### config.mk
export PLATFORM = sky130hd
export DESIGN_NAME = seq_pattern_tx
export DESIGN_NICKNAME = d
export VERILOG_FILES = /design/src/rtl/seq_pattern_tx.sv
export SDC_FILE = /design/constraint.sdc
export NUM_CORES = 1
export LEC_CHECK = 0
export CORE_ASPECT_RATIO = 0.8
export CORE_MARGIN = 4
export CORE_UTILIZATION = 51
export DETAILED_ROUTE_END_ITERATION = 8
export PLACE_DENSITY = 0.79
export RECOVER_POWER = 100
export SETUP_SLACK_MARGIN = 0.1
export SLEW_MARGIN = 15
export SYNTH_ARGS = -nofsm -noshare
export SYNTH_HDL_FRONTEND = slang
export SYNTH_SLANG_ARGS = --single-unit
### constraint.sdc
create_clock -name clk -period 3 [get_ports clk]
set_clock_uncertainty 0.2 [all_clocks]
set_input_delay 0.6 -clock clk [delete_from_list [all_inputs] [get_ports clk]]
set_output_delay 0.6 -clock clk [all_outputs]
set_load 0.01 [all_outputs]
### src/rtl/seq_pattern_tx.sv
// seq_pattern_tx: serializes words MSB-first onto x_out and tracks a non-overlapping Mealy 101 detector reference.
// Ports:
//    clk, rst             clock and synchronous active-high reset
//    data_in, len_in      word to serialize and its length in bits (clamped to DATA_W)
//    valid_in, ready_out  word handshake, accepted only in IDLE
//    x_out, x_valid       serial bit stream and its qualifier
//    done                 one-cycle end-of-word pulse
//    exp_z, match_count   expected registered 101 detection and saturating match count
module seq_pattern_tx #(
   parameter int DATA_W = 8,
   parameter int LEN_W  = $clog2(DATA_W) + 1
) (
   input  logic              clk,
   input  logic              rst,
   input  logic [DATA_W-1:0] data_in,
   input  logic [LEN_W-1:0]  len_in,
   input  logic              valid_in,
   output logic              ready_out,
   output logic              x_out,
   output logic              x_valid,
   output logic              done,
   output logic              exp_z,
   output logic [7:0]        match_count
);
   localparam logic [1:0] IDLE = 2'd0, SHIFT = 2'd1, DONE = 2'd2;
   localparam logic [1:0] M0 = 2'd0, M1 = 2'd1, M2 = 2'd2;
   localparam logic [LEN_W-1:0] MAX_LEN = LEN_W'(DATA_W);
   logic [1:0] state, next_state, m, m_next;
   logic [DATA_W-1:0] shreg;
   logic [LEN_W-1:0] cnt, len_c;
   logic hs, det;
   assign hs = valid_in && ready_out;
   assign len_c = (len_in > MAX_LEN) ? MAX_LEN : len_in;
   always_ff @(posedge clk)
      state <= rst ? IDLE : next_state;
   always_comb begin
      next_state = (state == IDLE)  ? (hs ? ((len_c == '0) ? DONE : SHIFT) : IDLE) :
                   (state == SHIFT) ? ((cnt == LEN_W'(1)) ? DONE : SHIFT) : IDLE;
   end
   always_comb begin
      ready_out = (state == IDLE);
      x_valid   = (state == SHIFT);
      x_out     = (state == SHIFT) && shreg[DATA_W-1];
      done      = (state == DONE);
   end
   // Left-align the word so the top bit is always the next one out; cnt holds bits remaining.
   always_ff @(posedge clk) begin
      if (hs) begin
         shreg <= data_in << (MAX_LEN - len_c);
         cnt   <= len_c;
      end else if (state == SHIFT) begin
         shreg <= shreg << 1;
         cnt   <= cnt - LEN_W'(1);
      end
   end
   // Reference detector sees every cycle's x_out, so idle and gap zeros flush partial matches.
   always_comb begin
      det    = (m == M2) && x_out;
      m_next = (m == M0) ? (x_out ? M1 : M0) :
               (m == M1) ? (x_out ? M1 : M2) : M0;
   end
   always_ff @(posedge clk) begin
      if (rst) begin
         m           <= M0;
         exp_z       <= 1'b0;
         match_count <= 8'd0;
      end else begin
         m     <= m_next;
         exp_z <= det;
         if (det && match_count != 8'hFF) match_count <= match_count + 8'd1;
      end
   end
endmodule

==> out/qor.yml <==
final_common_cell: "nor2_1"
drc: 0
antenna_found_initial: 0
overflow: 0
fp.dieW_um: 68
synth_seq_cells: 25
dr_total_vias: 1242
grt_pass1_vias: 1233
worst_setup_path_start_kind: "primary input"
cts_resized: 0
port_buffers: 27
end_kind: "register"
finalWirelength_um: 3420
grt_pass1_wl_um: 5740
reg2reg_from: "match_count[0]$_SDFFE_PP0P_"
required_ns: 2.86
netlist_area_um2: 1470
drtIter0Drc: 69
synth_flop_cell: "dfxtp_1"
slew_headroom_pct: 28.3
dieHeight_um: 56
path_class: "in2reg"
coreArea_um2: 2770
numClockSinks: 25
finalPower_uw: 783
maxClockFrequency_ghz: 0.363
final_nets: 205
dp_hpwl_um: 2680
dieArea_um2: 3810
finalCriticalPeriod_ns: 2.76
crit_fanout: 5
postRouteAntennaNets: 0
cts_tree: "built"
num_antenna_cells: 0
startpoint: "len_in[0]"
syn_nets: 171
via_per_inst: 5.57
synth.top_cell.area_share_pct: 24.5
area_growth_pct: 22.5
final_cell_mix: "23 x nor2_1, 17 x nand2_1, 15 x dlygate4sd3_1"
status: "complete, no violations"
syn_area_per_cell_um2: 9.66
htreeDepth: 1
initial_core_util_pct: 53.1
drive_gt1_share_pct: 7.03
ctsLongestPathBuffers: 2
cts_root_buf: "clkbuf_4"
yosys_warnings: 0
hold_start: "m[1]$_SDFF_PP0_"
grt_use_total_pct: 19.3
grt_start_max_net_pins: 18
finalSetupViolations: 0
postSynthCellCount: 152
maxCapViolCount: 0
cts.clk_slew.worst_paths_ns: 0.13
yosysTopAreaCell: "edfxtp_1"
clkLatencyLatePin_ns: 0.31
worst_pin_slew_ns: 1.07
ir_drop_uv: 300
ys_types: 44
drtPass1Iterations: 4
ys_seq_area_share_pct: 42.2
synthArstFlopShare_pct: 0
fin_tns_setup_ns: 0
post_cts_buffers: 0
fin_crit_sh_pct: 91.9
critPathArrivalTime_ns: 2.62
holdBufCountCts: 0
power_density_nw_per_um2: 435
wl_per_cell_um: 15.3
p_leak_nw: 0.716
place_congestion: 0.866
synth_edf_count: 12
rsz0062_at_grt: "false"
placementRows: 17
synthTopCellsByArea: "edfxtp_1 25%, dfxtp_1 18%, nor2_1 5.9%"
slew_violations: 0
hold_viol_final: 0
cts_buffers: 3
hold_path_class: "reg2reg"
boundaryPins: 28
==> layout make-up <==
class / count / area [um2]
well taps: 38 / 47.5
multi-input cells: 116 / 763
repair buffers: 34 / 319
flip-flops and latches: 25 / 621
fillers: 239 / 966
clock buffers: 4 / 26.3
inverters: 6 / 22.5
==> power breakdown <==
| part | leakage (nW) | total, mW | internal (mW) | switching, mW |
|---|---|---|---|---|
| sequential | 0.225 | 0.430 | 0.410 | 0.0202 |
| combinational | 0.475 | 0.205 | 0.0948 | 0.110 |
| clock | 0.0150 | 0.148 | 0.0520 | 0.0965 |
| total | 0.716 | 0.783 | 0.556 | 0.227 |
==> per-stage QoR <==
stage / cell area, um2 / util (%) / hold slack, ns / setup slack [ns] / cells
2_1_floorplan: 1470 / - / 0.221 / 0.243 / 152
3_3_place_gp: 1820 / 65.7 / 0.236 / 0.0117 / 219
3_5_place_dp: 1820 / 65.7 / 0.252 / -0.0427 / 219
4_1_cts: 1840 / 66.7 / 0.270 / 0.293 / 223
5_1_grt: 1800 / 65.1 / 0.323 / 0.0712 / 223
6_report: 1800 / 65.1 / 0.272 / 0.243 / 223
==> cell families (layout without fill, tap and decap cells) <==
| logic type | Yosys count | in the layout | share of synthesized area, % |
|---|---|---|---|
| AND/OR/NAND/NOR | 66 | 66 | 23.0 |
| adder cells (fa/ha/maj) | 4 | 4 | 3.41 |
| XOR/XNOR | 10 | 10 | 6.47 |
| multiplexers | 11 | 11 | 8.60 |
| flip-flops | 25 | 25 | 42.2 |
| AO/OA/AOI/OAI | 25 | 25 | 13.3 |
| buffers and inverters | 11 | 44 | 2.98 |
==> cells in the mapped netlist (2+ instances only) <==
| master | number |
|---|---|
| o21ai_0 | 4 |
| and2b_1 | 2 |
| nor4_1 | 2 |
| o41ai_1 | 2 |
| or4_1 | 2 |
| xnor2_1 | 5 |
| inv_1 | 6 |
| a22o_1 | 2 |
| edfxtp_1 | 12 |
| nand3_1 | 4 |
| nor2_1 | 23 |
| nand2b_1 | 2 |
| buf_2 | 2 |
| and3_1 | 2 |
| nor2b_1 | 2 |
| xor2_1 | 4 |
| mux2i_1 | 7 |
| clkbuf_1 | 3 |
| a21oi_1 | 4 |
| ha_1 | 4 |
| a31oi_1 | 3 |
| mux2_2 | 3 |
| nor3_1 | 2 |
| dfxtp_1 | 13 |
| nand2_1 | 17 |
| nand4_1 | 2 |
==> worst paths after layout <==
kind	slack (ns)	to	depth (start not counted)
worst max register to register	0.42	match_count[4]$_SDFFE_PP0P_	6
worst min register to register	0.27	m[1]$_SDFF_PP0_	1
worst min-delay path	0.27	m[1]$_SDFF_PP0_	1
worst max-delay path	0.24	shreg[4]$_DFFE_PP_	9
==> worst max-delay path, cell delays in order <==
cell and delay (ns):
clkdlybuf4s50_1 0.47, nor2b_1 0.17, inv_1 0.08, ha_1 0.27, xor2_1 0.37, buf_4 0.22
mux2i_1 0.19, o22a_1 0.18, o21ai_0 0.07
==> sequential cells by signal (all words and copies together) (netlist names) <==
signal	count
m	2
match_count	8
exp_z	1
cnt	4
shreg	8
state	2
==> metal layers <==
layer  GRT usage, %  routed length (um)  share of wire (%)
met4           1.98                  14               0.41
met5              0                   0                  0
met3           4.24                  74                2.2
met2           31.7                1680                 49
met1           26.6                1640                 48
Power figures use the tool's default switching activity.
